File: src/rtl/keypad_pkg.sv
// Shared constants, FSM state encoding and bit-count helpers for the 4x4 keypad scanner.
package keypad_pkg;

  localparam int KP_ROWS = 4;
  localparam int KP_COLS = 4;
  localparam int KP_KEYS = KP_ROWS * KP_COLS;

  localparam logic [1:0] ST_IDLE        = 2'd0;
  localparam logic [1:0] ST_DEB_PRESS   = 2'd1;
  localparam logic [1:0] ST_PRESSED     = 2'd2;
  localparam logic [1:0] ST_DEB_RELEASE = 2'd3;

  function automatic logic [4:0] popcount16(input logic [15:0] v);
    logic [4:0] n;
    n = 5'd0;
    for (int i = 0; i < 16; i++) begin
      n = n + {4'd0, v[i]};
    end
    return n;
  endfunction

  // Index of the lowest set bit; only meaningful when exactly one bit is set.
  function automatic logic [3:0] low_index16(input logic [15:0] v);
    logic [3:0] idx;
    idx = 4'd0;
    for (int i = 15; i >= 0; i--) begin
      idx = v[i] ? 4'(i) : idx;
    end
    return idx;
  endfunction

endpackage

File: src/rtl/keypad_scan_core.sv
// Row driver and column sampler: synchronises the columns, walks the rows and
// assembles a 16-bit snapshot of closed keys with a strobe once it is complete.
module keypad_scan_core
  import keypad_pkg::*;
#(
  parameter int SCAN_DIV = 1000
) (
  input  logic                 clk,
  input  logic                 rst,
  input  logic [KP_COLS-1:0]   col_n,
  output logic [KP_ROWS-1:0]   row_n,
  output logic [KP_KEYS-1:0]   snapshot,
  output logic                 scan_end
);

  localparam int DW = (SCAN_DIV > 1) ? $clog2(SCAN_DIV) : 1;
  localparam logic [DW-1:0] DWELL_LAST = DW'(SCAN_DIV - 1);
  localparam logic [DW-1:0] DWELL_ZERO = DW'(0);
  localparam logic [DW-1:0] DWELL_ONE  = DW'(1);

  logic [KP_COLS-1:0] col_meta_r;
  logic [KP_COLS-1:0] col_sync_r;
  logic [DW-1:0]      dwell_r;
  logic [1:0]         row_r;
  logic [KP_ROWS-1:0] row_n_r;
  logic [KP_KEYS-1:0] snapshot_r;
  logic               scan_end_r;
  logic               sample_s;
  logic [1:0]         row_next_s;

  assign sample_s   = (dwell_r == DWELL_LAST);
  assign row_next_s = row_r + 2'd1;

  // Two-flop synchroniser for the asynchronous column inputs
  always_ff @(posedge clk or posedge rst) begin
    if (rst) begin
      col_meta_r <= 4'hF;
      col_sync_r <= 4'hF;
    end else begin
      col_meta_r <= col_n;
      col_sync_r <= col_meta_r;
    end
  end

  // Dwell and row counters; the row drive moves only after its sample is taken
  always_ff @(posedge clk or posedge rst) begin
    if (rst) begin
      dwell_r <= DWELL_ZERO;
      row_r   <= 2'd0;
      row_n_r <= 4'b1110;
    end else if (sample_s) begin
      dwell_r <= DWELL_ZERO;
      row_r   <= row_next_s;
      row_n_r <= ~(4'b0001 << row_next_s);
    end else begin
      dwell_r <= dwell_r + DWELL_ONE;
    end
  end

  // Snapshot capture and end-of-scan strobe (strobe lags so the row-3 bits are in place)
  always_ff @(posedge clk or posedge rst) begin
    if (rst) begin
      snapshot_r <= 16'h0000;
      scan_end_r <= 1'b0;
    end else begin
      if (sample_s) begin
        snapshot_r[{row_r, 2'b00} +: 4] <= ~col_sync_r;
      end else begin
        snapshot_r <= snapshot_r;
      end
      scan_end_r <= sample_s && (row_r == 2'd3);
    end
  end

  assign row_n    = row_n_r;
  assign snapshot = snapshot_r;
  assign scan_end = scan_end_r;

endmodule

File: src/rtl/keypad_scanner.sv
// 4x4 active-low keypad scanner: classifies each completed scan and debounces
// presses and releases over whole scans, reporting one key code per press.
module keypad_scanner
  import keypad_pkg::*;
#(
  parameter int SCAN_DIV       = 1000,
  parameter int DEBOUNCE_SCANS = 4
) (
  input  logic       CLK,
  input  logic       RST,
  input  logic [3:0] COL_N,
  output logic [3:0] ROW_N,
  output logic [3:0] KEY_CODE,
  output logic       KEY_VALID,
  output logic       KEY_HELD
);

  localparam int CW = (DEBOUNCE_SCANS > 1) ? $clog2(DEBOUNCE_SCANS + 1) : 1;
  localparam logic [CW-1:0] STAB_ZERO = CW'(0);
  localparam logic [CW-1:0] STAB_ONE  = CW'(1);
  localparam logic [CW-1:0] STAB_DONE = CW'(DEBOUNCE_SCANS);
  localparam bit            DIRECT    = (DEBOUNCE_SCANS == 1);

  logic [KP_KEYS-1:0] snapshot_s;
  logic               scan_end_s;
  logic [4:0]         pop_s;
  logic               none_s;
  logic               one_s;
  logic [3:0]         idx_s;

  logic [1:0]    state_r;
  logic [1:0]    state_nxt_s;
  logic [3:0]    cand_r;
  logic [3:0]    cand_nxt_s;
  logic [CW-1:0] stab_r;
  logic [CW-1:0] stab_nxt_s;
  logic [CW-1:0] stab_inc_s;

  logic          press_s;
  logic          held_nxt_s;
  logic [3:0]    code_nxt_s;
  logic [3:0]    key_code_r;
  logic          key_valid_r;
  logic          key_held_r;

  keypad_scan_core #(
    .SCAN_DIV (SCAN_DIV)
  ) u_core (
    .clk      (CLK),
    .rst      (RST),
    .col_n    (COL_N),
    .row_n    (ROW_N),
    .snapshot (snapshot_s),
    .scan_end (scan_end_s)
  );

  assign pop_s      = popcount16(snapshot_s);
  assign none_s     = (pop_s == 5'd0);
  assign one_s      = (pop_s == 5'd1);
  assign idx_s      = low_index16(snapshot_s);
  assign stab_inc_s = stab_r + STAB_ONE;

  // State, candidate and stability counter registers
  always_ff @(posedge CLK or posedge RST) begin
    if (RST) begin
      state_r <= ST_IDLE;
      cand_r  <= 4'd0;
      stab_r  <= STAB_ZERO;
    end else begin
      state_r <= state_nxt_s;
      cand_r  <= cand_nxt_s;
      stab_r  <= stab_nxt_s;
    end
  end

  // Next-state logic, evaluated only on scan-end
  always_comb begin
    state_nxt_s = state_r;
    cand_nxt_s  = cand_r;
    stab_nxt_s  = stab_r;
    if (scan_end_s) begin
      case (state_r)
        ST_IDLE: begin
          if (one_s) begin
            cand_nxt_s  = idx_s;
            stab_nxt_s  = STAB_ONE;
            state_nxt_s = DIRECT ? ST_PRESSED : ST_DEB_PRESS;
          end else begin
            state_nxt_s = ST_IDLE;
          end
        end
        ST_DEB_PRESS: begin
          if (one_s && (idx_s == cand_r)) begin
            stab_nxt_s  = stab_inc_s;
            state_nxt_s = (stab_inc_s == STAB_DONE) ? ST_PRESSED : ST_DEB_PRESS;
          end else if (one_s) begin
            cand_nxt_s  = idx_s;
            stab_nxt_s  = STAB_ONE;
          end else begin
            stab_nxt_s  = STAB_ZERO;
            state_nxt_s = ST_IDLE;
          end
        end
        ST_PRESSED: begin
          if (none_s) begin
            stab_nxt_s  = STAB_ONE;
            state_nxt_s = DIRECT ? ST_IDLE : ST_DEB_RELEASE;
          end else begin
            state_nxt_s = ST_PRESSED;
          end
        end
        ST_DEB_RELEASE: begin
          if (none_s) begin
            stab_nxt_s  = stab_inc_s;
            state_nxt_s = (stab_inc_s == STAB_DONE) ? ST_IDLE : ST_DEB_RELEASE;
          end else begin
            stab_nxt_s  = STAB_ZERO;
            state_nxt_s = ST_PRESSED;
          end
        end
        default: begin
          stab_nxt_s  = STAB_ZERO;
          state_nxt_s = ST_IDLE;
        end
      endcase
    end else begin
      state_nxt_s = state_r;
    end
  end

  // Output decode: a pulse only on a debounced press, never on a bounced release
  always_comb begin
    press_s    = 1'b0;
    code_nxt_s = key_code_r;
    held_nxt_s = 1'b0;
    if ((state_nxt_s == ST_PRESSED) &&
        ((state_r == ST_IDLE) || (state_r == ST_DEB_PRESS))) begin
      press_s    = 1'b1;
      code_nxt_s = cand_nxt_s;
    end else begin
      press_s    = 1'b0;
    end
    if ((state_nxt_s == ST_PRESSED) || (state_nxt_s == ST_DEB_RELEASE)) begin
      held_nxt_s = 1'b1;
    end else begin
      held_nxt_s = 1'b0;
    end
  end

  // Registered outputs
  always_ff @(posedge CLK or posedge RST) begin
    if (RST) begin
      key_code_r  <= 4'd0;
      key_valid_r <= 1'b0;
      key_held_r  <= 1'b0;
    end else begin
      key_code_r  <= code_nxt_s;
      key_valid_r <= press_s;
      key_held_r  <= held_nxt_s;
    end
  end

  assign KEY_CODE  = key_code_r;
  assign KEY_VALID = key_valid_r;
  assign KEY_HELD  = key_held_r;

endmodule
File: config.mk
export PLATFORM = sky130hd
export DESIGN_NAME = keypad_scanner
export DESIGN_NICKNAME = d
export VERILOG_FILES = /design/src/rtl/keypad_pkg.sv /design/src/rtl/keypad_scan_core.sv /design/src/rtl/keypad_scanner.sv
export SDC_FILE = /design/constraint.sdc
export NUM_CORES = 1
export LEC_CHECK = 0
export BUFFER_PORTS_ARGS = -buffer_cell sky130_fd_sc_hd__buf_2
export CORE_ASPECT_RATIO = 0.8
export CORE_MARGIN = 5
export CORE_UTILIZATION = 24
export DETAILED_ROUTE_END_ITERATION = 6
export SKIP_LAST_GASP = 1
export SYNTH_ARGS = -nofsm -noshare
export SYNTH_HDL_FRONTEND = slang
export SYNTH_SLANG_ARGS = --single-unit
File: constraint.sdc
create_clock -name CLK -period 13.6 [get_ports CLK]
set_clock_uncertainty 0.15 [all_clocks]
set_input_delay 1.36 -clock CLK [delete_from_list [all_inputs] [get_ports CLK]]
set_output_delay 1.36 -clock CLK [all_outputs]
set_load 0.005 [all_outputs]
# Word level (Yosys, flattened, before mapping)
# Index checks and enable logic that the tools add are counted.
[classes]
reduce_logical = 8
shift = 3
n_bitwise = 2
muxes = 39
n_eq_ne = 12
n_addsub = 19
[ops]
columns = ["cell", "count"]
rows = [
  ["4-bit 2-to-1 mux", 19],
  ["5-bit by 1-bit adder with 5-bit output", 11],
  ["16-bit bitwise mux", 1],
  ["4-bit by 6-bit variable shift with 16-bit output, first input constant", 1],
  ["4-bit by 6-bit variable part select with 16-bit output", 1],
  ["2-bit 2-to-1 mux", 6],
  ["3-bit 2-to-1 mux", 4],
  ["3-bit case mux with 4 select lines", 1],
  ["10-bit by 1-bit adder with 10-bit output, second input constant", 1],
  ["10-bit == test, second input constant", 1],
  ["2-bit == test, second input constant", 5],
  ["10-bit 2-to-1 mux", 1],
  ["4-bit inverter", 2],
  ["2-bit case mux with 4 select lines", 1],
  ["4-bit case mux with 2 select lines", 1],
  ["4-bit negation with 6-bit output", 1],
  ["4-bit by 1-bit adder with 5-bit output", 1],
  ["5-bit by 1-bit == test with 1-bit output, second input constant", 1],
  ["5-bit logical NOT", 1],
  ["1-bit 2-to-1 mux", 5],
  ["3-bit by 1-bit adder with 4-bit output", 1],
  ["4-bit == test", 1],
  ["2-bit inequality test, second input constant", 2],
  ["1-bit by 2-bit left shift with 4-bit output, first input constant", 1],
  ["other kinds (10)", 13],
]
[word_totals]
output_inout_bits = 10
inputBits = 6
wordCells = 96
ff_bits = 56

# Depth between registers and ports, before layout
# Gate-level depths: netlist of the first run.
[depth]
depth_word = 24
depth_mapped = 18
mapped_depth_nobuf = 17

# Cells and area by module
# From an unflattened synthesis of the first run, not the netlist that was laid out.
[hier_totals]
hier_cells = 293
hier_area_um2 = 3186.8
[modules_own_cells]
columns = ["module", "instances", "cells_per_inst", "area_per_inst_um2", "seq_area_each_um2"]
rows = [
  ["keypad_scan_core", 1, 140, 1828.0, 1039.7],
  ["keypad_scanner", 1, 153, 1358.8, 375.4],
]

# Least setup slack after synthesis of the first run
# OpenSTA, ideal clock, no wires.
[synth_path]
path_kind = "register -> register"
start = "reg u_core.snapshot_r[5] (netlist: u_core.snapshot[5])"
end = "reg key_code_r[0] (netlist: KEY_CODE[0])"
slack_ns = 8.478
path_buffers = 2
stages_incl_launch_ff = 17
t_required_ns = 13.325
setup_ns = 0.125
period_less_slack_ns = 5.122
t_arrival_ns = 4.847
path_cell_list = "dfrtp_1 -> buf_6 -> inv_1 -> fa_1 -> inv_1 -> fa_1 -> fa_1 -> inv_1 -> fa_1 -> inv_1 -> ha_1 -> fa_1 -> or4_1 -> a2111oi_4 -> and3_1 -> buf_6 -> mux2_4"
[synth_between]
elab_chain_len = 18
word_cells_on_any_way = 34
classes_between = "11 x add/sub; 3 x eq/ne; 17 x mux; 3 x reduce/logical"
[synth_rtl]
columns = ["element", "line_no", "rtl"]
rows = [
  ["from (decl)", "keypad_scan_core.sv:26", "logic [KP_KEYS-1:0] snapshot_r;"],
  ["from (signal, indexed assignment)", "keypad_scan_core.sv:67", "snapshot_r[{row_r, 2'b00} +: 4] <= ~col_sync_r;"],
  ["from (signal assigned)", "keypad_scan_core.sv:69", "snapshot_r <= snapshot_r;"],
  ["5-bit by 1-bit adder with 5-bit output (11 in series)", "keypad_pkg.sv:17", "n = n + {4'd0, v[i]};"],
  ["5-bit by 1-bit == test with 1-bit output", "keypad_scanner.sv:59", "assign one_s = (pop_s == 5'd1);"],
  ["2-bit 2-to-1 mux / 1-bit logical AND (equally long branches)", "keypad_scanner.sv:96, keypad_scanner.sv:93", ""],
  ["2-bit 2-to-1 mux", "keypad_scanner.sv:93", "if (one_s && (idx_s == cand_r)) begin"],
  ["2-bit case mux with 4 select lines", "keypad_scanner.sv:82", "case (state_r)"],
  ["2-bit 2-to-1 mux", "keypad_scanner.sv:81", "if (scan_end_s) begin"],
  ["2-bit == test", "keypad_scanner.sv:136", "if ((state_nxt_s == ST_PRESSED) &&"],
  ["1-bit logical AND", "keypad_scanner.sv:136", ""],
  ["to (signal assigned)", "keypad_scanner.sv:157", "key_code_r <= code_nxt_s;"],
  ["to (decl)", "keypad_scanner.sv:42", "logic [3:0] key_code_r;"],
]
# Several ways; a longest one is shown, not always the timed one.
# A chain may end at the register's enable or synchronous reset.

# Worst setup path in the final report of the first run
[layout_path]
start = "reg u_core.snapshot_r[5] (netlist: u_core.snapshot[5])"
end = "reg key_code_r[2] (netlist: KEY_CODE[2])"
# Same word-level chain as after synthesis.

==> impl_metrics.tcl, run 1 <==
set metrics [dict create \
    post-route-period-util_pct 40.4 \
    async_reset_ff_share_pct 100 \
    syn-cell-area_mm2 0.00300 \
    gp_routability_congestion 0.861 \
    max_freq_ghz 0.182 \
    cts_tree "yes" \
    hold_class "reg2reg" \
    path_cells "inv_1 -> fa_1 -> inv_1 -> fa_1 -> fa_1 -> inv_1 -> fa_1 -> inv_1 -> ha_1 -> fa_1 -> or4_1 -> a2111oi_4 -> and3_1 -> mux2_4" \
    arrival_ns 5.53 \
    ff2ff_path_depth 14 \
    clock_power_share_pct 43.5 \
    drt_first_pass_iters 4 \
    rr_endpoint "KEY_CODE[2]" \
    ys_seq_area_share_pct 47.2 \
    status "finished clean" \
    ys_warn_count 0 \
    setup_ws_ns 8.11 \
    crit_required_ns 13.64 \
    syn_nets 318 \
    hold_slack_ns 0.211 \
    seq_area_mm2 0.00142 \
    synth_seq_cells 56 \
    hold_violations 0 \
    path_delay_family "adder cells" \
    dr.first_iter.drc_count 121 \
    synth_flop_cell "dfrtp_1" \
    nets 335 \
    dpl-instance-area_mm2 0.00326 \
    yosysUniqueCellTypes 42 \
    peakVddDrop_v 0.0000504 \
    slowest_delay_ns 0.61 \
    grt_max_degree 57 \
    ios 16 \
    hold_end "u_core.col_sync_r[2]" \
    syn_inst 289 \
    ctsHtreeMaxLevel 2 \
    reg2reg_setup_slack_ns 8.11 \
    swShare_pct 22.2 \
    endpoint_kind "register" \
    cts_buffers 5 \
    cts.sinks 56 \
    synth_edf_count 0 \
    fillers 1284 \
    utilization_pct 27.9 \
    rows 36 \
    grt_remaining_overflow 0 \
    maxSlewViolCount 0 \
    grt_use_met1_pct 11.8 \
    power.density_mw_per_mm2 90.2 \
    avgViaCountPerCell 4.35 \
    initial_core_util_pct 24.6 \
    core_mm2 0.0122 \
    syn_to_final_growth_pct 13.6 \
    rsz0062_at_grt "false" \
    wl_per_cell_um 12.1 \
    fin_tns_setup_ns 0 \
    hp-start "u_core.col_meta_r[2]" \
    fin_crit_ns 5.49 \
    slowest_stage "or4_1" \
    cts_hold_buffers 0 \
    clockBufferDepth 2 \
    totalWireLength_um 5800 \
    p_leak_nw 1.52 \
    cts_setup_buffers 0 \
    root_buffer "clkbuf_16" \
    dieArea_mm2 0.0148 \
    grt_most_used_layer "met2" \
    intPower_uw 239 \
    clkLatencyLatePin_ns 0.30 \
    maxCapViolCount 0 \
    portBuffers 15 \
    crit_cells 14 \
    place_ws_ns 8.09 \
    grt_antenna_before_repair 0 \
    fin_cells 478 \
    hpwl_um 4360 \
    whs_path_depth 0 \
    p_seq_share_pct 55.2 \
    path_clk_slew_ns 0.07 \
    cts_resized 0 \
    multiInputGateArea_mm2 0.00144 \
    cp-start-kind "register" \
    power_uw 307 \
    grt_pass1_vias 1958 \
    syn-mean-instance-area_um2 10.4 \
    dp_cells 470 \
    grt_pass1_wl_um 9920 \
    use_met2_pct 12.0 \
    path_max_fanout 8 \
    drive_above_1_share_pct 15.0 \
    die_h_um 110 \
    comb_power_share_pct 1.3 \
    fin_area_mm2 0.00341 \
    timing.slew.headroom_pct 46.5 \
    grt_use_total_pct 8.49 \
    p_switching_uw 68.3 \
    path_common_cell "fa_1" \
    ant_nets 0 \
    cp_num_buf_inv 4 \
    setup_viol 0 \
    tightestPinTransition_ns 0.796 \
    die_w_um 135 \
    crit_type "reg2reg" \
    drc 0 \
    vias 2080 \
    antenna_cells 0 \
    use_met3_pct 3.71 \
    timing.rr.start "u_core.snapshot[5]" \
]
cells in the mapped netlist (3+ instances only):
| master | n | area, um2 |
|---|---|---|
| nand3_1 | 9 | 45.0 |
| nand2_1 | 31 | 116 |
| o31ai_1 | 19 | 143 |
| ha_1 | 13 | 163 |
| o21ai_0 | 14 | 70.1 |
| dfstp_2 | 11 | 289 |
| inv_1 | 27 | 101 |
| xor2_1 | 5 | 43.8 |
| nand3b_1 | 3 | 22.5 |
| mux2_4 | 4 | 60.1 |
| or3_1 | 4 | 25.0 |
| dfrtp_1 | 45 | 1130 |
| and3_1 | 4 | 25.0 |
| xnor2_1 | 5 | 43.8 |
| nand2b_1 | 4 | 25.0 |
| nor2b_1 | 3 | 18.8 |
| clkbuf_1 | 4 | 15.0 |
| a31oi_1 | 3 | 18.8 |
| nor2_1 | 24 | 90.1 |
| a21oi_1 | 13 | 65.1 |
| nor4_1 | 4 | 25.0 |
| fa_1 | 10 | 200 |
| nor3_1 | 4 | 20.0 |
kinds of logic (layout without fill, tap and decap cells):
logic type      count (synthesis)  count (layout)  synth area share [%]
flops                          56              56                  47.2
mux                             6               6                  2.75
fa+ha+maj                      23              23                  12.1
buf+inv                        33              51                  4.63
compound gates                 61              61                  13.9
simple gates                  100             100                  16.5
xor+xnor                       10              10                  2.92
state kept, by name (all words and copies together) (netlist names):
signal,flops
stab_r,3
KEY_VALID,1
KEY_HELD,1
u_core.snapshot,16
u_core.scan_end,1
u_core.row_r,2
cand_r,4
u_core.col_meta_r,4
state_r,2
u_core.dwell_r,10
u_core.col_sync_r,4
KEY_CODE,4
u_core.row_n,4
how the worst max path moves through the flow:
stage,startpoint,endpoint
2_1_floorplan,u_core.snapshot[5],KEY_CODE[0]
3_3_place_gp,u_core.snapshot[5],KEY_CODE[1]
3_5_place_dp,u_core.snapshot[5],KEY_CODE[2]
4_1_cts,u_core.snapshot[5],KEY_CODE[2]
5_1_grt,u_core.snapshot[5],KEY_CODE[2]
6_report,u_core.snapshot[5],KEY_CODE[2]
layout by cell type, fill, tap and decap left out, types with 5 or more instances in the layout:
cell type,n
dfrtp_1,45
nand2_1,31
inv_1,26
nor2_1,24
o31ai_1,19
buf_2,15
o21ai_0,14
a21oi_1,13
ha_1,13
dfstp_2,11
fa_1,10
nand3_1,9
xnor2_1,5
xor2_1,5
clkbuf_16,5
area by class of cell:
type	count	share of cell area, %
multi-input combinational	200	42.4
sequential	56	41.5
tap	171	6.28
clock buffer	5	3.67
inverter	27	2.97
timing repair buffer	16	2.42
clock inverter	3	0.734
power groups by stage:
stage | Clock [mW] | Combinational [mW] | Sequential [mW]
after floorplan | 0 | 0.00241 | 0.172
after global placement | 0 | 0.00435 | 0.173
after detailed placement | 0 | 0.00436 | 0.173
after CTS | 0.139 | 0.00437 | 0.170
after global routing | 0.146 | 0.00496 | 0.170
final | 0.134 | 0.00405 | 0.170
metal layers:
| metal | share of wire (%) | wire length [um] |
|---|---|---|
| met5 | 0 | 0 |
| met4 | 0.79 | 46 |
| met3 | 5.1 | 295 |
| met2 | 42 | 2440 |
| met1 | 52 | 3010 |
Note: power is estimated with default switching activity, not from simulation.
==> inputs of run 2 (changes only) <==
==> constraint.sdc (replaced) <==
create_clock -name CLK -period 5.1 [get_ports CLK]
set_clock_uncertainty 0.15 [all_clocks]
set_input_delay 0.51 -clock CLK [delete_from_list [all_inputs] [get_ports CLK]]
set_output_delay 0.51 -clock CLK [all_outputs]
set_load 0.005 [all_outputs]
==> run 2 against run 1 <==
Against the previous run:
- sequential cell count did not move
- first-iteration DRC count fell by 4.1%
- combinational power rose to 2.7 times the previous value
- register-to-register slack got worse by 7.9 ns
- worst setup slack got worse by 7.9 ns
- largest power group unchanged
==> impl_metrics.tcl, run 2 (same netlist as run 1, synthesis figures left out) <==
set metrics [dict create \
    status "finished clean" \
    cts_buffers 5 \
    drive_above_1_share_pct 18.4 \
    endpoint_kind "register" \
    syn_to_final_growth_pct 16.0 \
    timing.rr.start "u_core.snapshot[13]" \
    slowest_delay_ns 0.51 \
    crit_required_ns 5.14 \
    timing.slew.headroom_pct 52.6 \
    grt_remaining_overflow 0 \
    cp-startpoint "u_core.snapshot[13]" \
    grt_antenna_before_repair 0 \
    vias 2131 \
    max_freq_ghz 0.204 \
    drc 0 \
    post-route-period-util_pct 95.9 \
    slowest_stage "fa_1" \
    reg2reg_setup_slack_ns 0.21 \
    path_clk_slew_ns 0.08 \
    drt_first_pass_iters 4 \
    p_leak_nw 1.55 \
    grt_pass1_vias 2020 \
    portBuffers 15 \
    power.density_mw_per_mm2 236 \
    initial_core_util_pct 24.6 \
    core_mm2 0.0122 \
    antenna_cells 0 \
    clkLatencyLatePin_ns 0.30 \
    cts_tree "yes" \
    setup_ws_ns 0.209 \
    fin_area_mm2 0.00348 \
    setup_viol 0 \
    layout_common_cells "dfrtp_1, nand2_1, inv_1" \
    place_ws_ns -0.0360 \
    utilization_pct 28.5 \
    path_cells "fa_1 -> inv_1 -> fa_1 -> inv_1 -> fa_1 -> inv_1 -> fa_1 -> inv_1 -> ha_1 -> fa_1 -> nor2_1 -> a21oi_1 -> or4_4 -> buf_4 -> a21oi_1 -> o21ai_1 -> a221oi_1 -> nor2_1" \
    dr.first_iter.drc_count 116 \
    ios 16 \
    grt_use_total_pct 8.53 \
    rows 36 \
    nets 343 \
    cts_hold_buffers 0 \
    hold_violations 0 \
    gp_routability_congestion 0.834 \
    dieArea_mm2 0.0148 \
    arrival_ns 4.93 \
    path_common_cell "fa_1" \
    root_buffer "clkbuf_16" \
    peakVddDrop_v 0.000120 \
    grt_max_degree 57 \
    die_h_um 110 \
    largest_reg_flops 16 \
    ctsHtreeMaxLevel 2 \
    ff2ff_path_depth 18 \
    cp-start-kind "register" \
    fin_crit_ns 4.89 \
    maxSlewViolCount 0 \
    cts.sinks 56 \
    whs_path_depth 1 \
    rr_endpoint "stab_r[2]" \
    totalWireLength_um 6070 \
    final_common_cell "dfrtp_1" \
    tightestPinTransition_ns 0.711 \
    hpwl_um 4440 \
    rsz0062_at_grt "false" \
    crit_type "reg2reg" \
    hold_slack_ns 0.153 \
    wl_per_cell_um 12.5 \
    maxCapViolCount 0 \
    worstSetupEndpoint "stab_r[2]" \
    die_w_um 135 \
    dpl-instance-area_mm2 0.00330 \
    hold_class "in2reg" \
    fin_tns_setup_ns 0 \
    ant_nets 0 \
    path_max_fanout 5 \
    clockBufferDepth 2 \
    avgViaCountPerCell 4.38 \
    grt_pass1_wl_um 10100 \
]
run 2: changes by cell type in the layout (fill, tap and decap cells not counted):
cell     change
o21ai_1      +1
o21ai_0      -1
and3_4       +1
and3_1       -1
dfrtp_2      +2
or4_1        -1
dfrtp_1      -2
or4_4        +1
buf_4        +8
run 2: how the worst min path moves through the flow:
stage	startpoint	end
global placement	u_core.col_meta_r[1]	u_core.col_sync_r[1]
finish	COL_N[1]	u_core.col_meta_r[1]
global route	COL_N[1]	u_core.col_meta_r[1]
CTS	COL_N[1]	u_core.col_meta_r[1]
floorplan	u_core.col_meta_r[0]	u_core.col_sync_r[0]
detailed placement	u_core.col_meta_r[2]	u_core.col_sync_r[2]
run 2: layer usage:
metal / GRT usage [%] / up-vias / share of wire [%]
met5: 0 / - / 0
met4: 1.87 / 0 / 0.66
met3: 2.65 / 6 / 3.5
met2: 12.4 / 25 / 43
met1: 12.4 / 1044 / 52
li1: - / 1056 / -
run 2: stage by stage:
stage / std cells / total power, mW
6_report: 486 / 0.822
5_1_grt: 486 / 0.857
4_1_cts: 484 / 0.833
3_5_place_dp: 476 / 0.473
3_3_place_gp: 476 / 0.473
2_1_floorplan: 289 / 0.466
run 2: power by group:
group	internal, mW	switching [mW]	leakage, nW	total, mW
combinational	0.00191	0.00904	0.758	0.0109
sequential	0.450	0.00280	0.726	0.452
clock	0.186	0.173	0.0708	0.359
run 2: layout make-up:
cell class / count / area [um2]
Tap cell: 171 / 214
Inverter: 27 / 101
Multi-Input combinational cell: 200 / 1450
Clock inverter: 3 / 25.0
Timing Repair Buffer: 24 / 143
Fill cell: 1268 / 8730
Clock buffer: 5 / 125
Sequential cell: 56 / 1420
run 2: repair_timing:
action	4_1_cts	5_1_grt
buffers inserted	0	2
setup endpoints to repair	4	8
gates resized for setup	1	5
endpoints found under the hold margin	0	0
pin swaps	0	1
run 2: critical path, delay by kind of cell, from the launching register on:
family          cells  cell delay (ns)
buf+inv             5             0.36
flops               1             0.44
simple gates        3             0.62
compound gates      4             0.70
fa+ha+maj           6             2.51
==> inputs of run 3 (changes only) <==
--- a/config.mk
+++ b/config.mk
@@ -8,8 +8,9 @@
 export BUFFER_PORTS_ARGS = -buffer_cell sky130_fd_sc_hd__buf_2
 export CORE_ASPECT_RATIO = 0.8
 export CORE_MARGIN = 5
-export CORE_UTILIZATION = 24
+export CORE_UTILIZATION = 51
 export DETAILED_ROUTE_END_ITERATION = 6
+export PLACE_DENSITY = 0.68
 export SKIP_LAST_GASP = 1
 export SYNTH_ARGS = -nofsm -noshare
 export SYNTH_HDL_FRONTEND = slang
==> run 3 against run 2 <==
Against the previous run:
- non-clock buffer count increased by 6
- clock-buffer cell count stayed put
- total power shrank 14%
- routed wire length is 7.3% lower
- combinational power about the same
- global-route usage increased by 8.6 points
- sequential share of layout area up 1.4 points
- cell count is 17% lower
- clock power decreased by 31%
- worst setup slack improved by 0.029 ns
- largest cell class unchanged
- highest routed layer unchanged
==> impl_metrics.tcl, run 3 (same netlist as run 1, synthesis figures left out) <==
set metrics [dict create \
    max_freq_ghz 0.206 \
    die_h_um 78.6 \
    place_ws_ns 0.0477 \
    antenna_cells 0 \
    ctsHtreeMaxLevel 2 \
    totalWireLength_um 5620 \
    status "finished clean" \
    hold_class "in2reg" \
    timing.slew.headroom_pct 54.4 \
    root_buffer "clkbuf_8" \
    rsz0062_at_grt "false" \
    slowest_stage "fa_1" \
    grt_antenna_before_repair 0 \
    power.density_mw_per_mm2 212 \
    fin_area_mm2 0.00336 \
    multiInputGateArea_mm2 0.00146 \
    dr.first_iter.drc_count 106 \
    die_w_um 95.7 \
    ios 16 \
    fillers 543 \
    maxSlewViolCount 0 \
    setup_ws_ns 0.237 \
    ant_nets 0 \
    cts.sinks 56 \
    vias 2153 \
    initial_core_util_pct 51.5 \
    portBuffers 15 \
    gp_routability_congestion 0.848 \
    setup_viol 0 \
    dpl-instance-area_mm2 0.00321 \
    wl_per_cell_um 14.0 \
    p_leak_nw 1.57 \
    grt_use_total_pct 17.2 \
    grt_remaining_overflow 0 \
    final_common_cell "dfrtp_1" \
    nets 349 \
    core_mm2 0.00582 \
    fin_crit_ns 4.86 \
    path_max_fanout 4 \
    avgViaCountPerCell 5.36 \
    arrival_ns 4.92 \
    fin_cells 402 \
    rows 25 \
    syn_to_final_growth_pct 11.9 \
    endpoint_kind "register" \
    path_clk_slew_ns 0.10 \
    cp-start-kind "register" \
    grt_pass1_vias 2088 \
    slowest_delay_ns 0.55 \
    drt_first_pass_iters 4 \
    hpwl_um 4210 \
    cts_tree "yes" \
    crit_required_ns 5.15 \
    dp_cells 389 \
    dieArea_mm2 0.00752 \
    drc 0 \
    drive_above_1_share_pct 19.6 \
    layout_common_cells "dfrtp_1, nand2_1, inv_1" \
    grt_pass1_wl_um 10100 \
    clkLatencyLatePin_ns 0.31 \
    peakVddDrop_v 0.000156 \
    hold_slack_ns 0.134 \
    tightestPinTransition_ns 0.684 \
    fin_tns_setup_ns 0 \
    path_common_cell "fa_1" \
    largest_reg_flops 16 \
    crit_type "reg2reg" \
    post-route-period-util_pct 95.3 \
    maxCapViolCount 0 \
    grt_max_degree 57 \
    hold_violations 0 \
    path_cells "fa_1 -> inv_1 -> fa_1 -> inv_1 -> fa_1 -> inv_1 -> fa_1 -> inv_1 -> ha_1 -> fa_1 -> or4_4 -> a2111oi_4 -> buf_4 -> a31oi_2 -> mux2_2" \
    clockBufferDepth 2 \
    seq_area_mm2 0.00142 \
    cts_buffers 5 \
]
==> run 3: changes by cell type in the layout (fill, tap and decap cells not counted), sizes merged <==
cell	previous run	this run
clkinvlp	1	0
inv	29	28
clkinv	0	2
buf	24	30
==> run 3: layout make-up <==
cell class | count | area share (%)
clock inverter | 3 | 0.671
timing repair buffer | 30 | 5.59
clock buffer | 5 | 2.05
inverter | 27 | 3.02
sequential | 56 | 42.2
tap | 81 | 3.02
multi-input combinational | 200 | 43.5
==> run 3: repair_timing <==
item / in CTS / in global routing
buffers inserted: 0 / 5
endpoints found under the hold margin: 0 / 0
hold buffers: 0 / 0
resized for setup: 0 / 5
setup endpoints to repair: 0 / 7
==> run 3: stage by stage <==
| step | total power, mW | util (%) |
|---|---|---|
| 2_1_floorplan | 0.466 | - |
| 4_1_cts | 0.721 | 56.8 |
| 5_1_grt | 0.744 | 57.7 |
| 3_5_place_dp | 0.473 | 55.2 |
| 3_3_place_gp | 0.472 | 55.2 |
| 6_report | 0.711 | 57.7 |
==> run 3: where the power goes <==
group,total (mW),switching (mW),internal (mW)
sequential,0.453,0.00300,0.450
clock,0.248,0.149,0.0988
combinational,0.0106,0.00867,0.00190
total,0.711,0.161,0.550
==> run 3: final timing paths <==
kind	startpoint	to	slack, ns	cells after the start
worst max register to register	u_core.snapshot[11]	cand_r[3]	0.24	15
max in group asynchronous	RST	u_core.scan_end	4.12	3
min in group asynchronous	RST	KEY_CODE[2]	0.22	3
worst min register to register	u_core.col_meta_r[2]	u_core.col_sync_r[2]	0.21	0
worst min-delay path	COL_N[1]	u_core.col_meta_r[1]	0.13	1
worst max-delay path	u_core.snapshot[11]	cand_r[3]	0.24	15
==> run 3: routing by layer <==
metal / wire length [um] / GRT usage [%]
met5: 0 / 0
met4: 59 / 4.12
met3: 160 / 3.54
met2: 2490 / 25.7
met1: 2910 / 25.4
==> run 3: worst max-delay path: cells and delay by family (launching register included) <==
kind	cells	cell delay [ns]
muxes	1	0.31
buffers and inverters	5	0.38
and+or+nand+nor	1	0.52
DFF	1	0.42
adders and majority gates	6	2.62
AOI/OAI and AO/OA	2	0.37
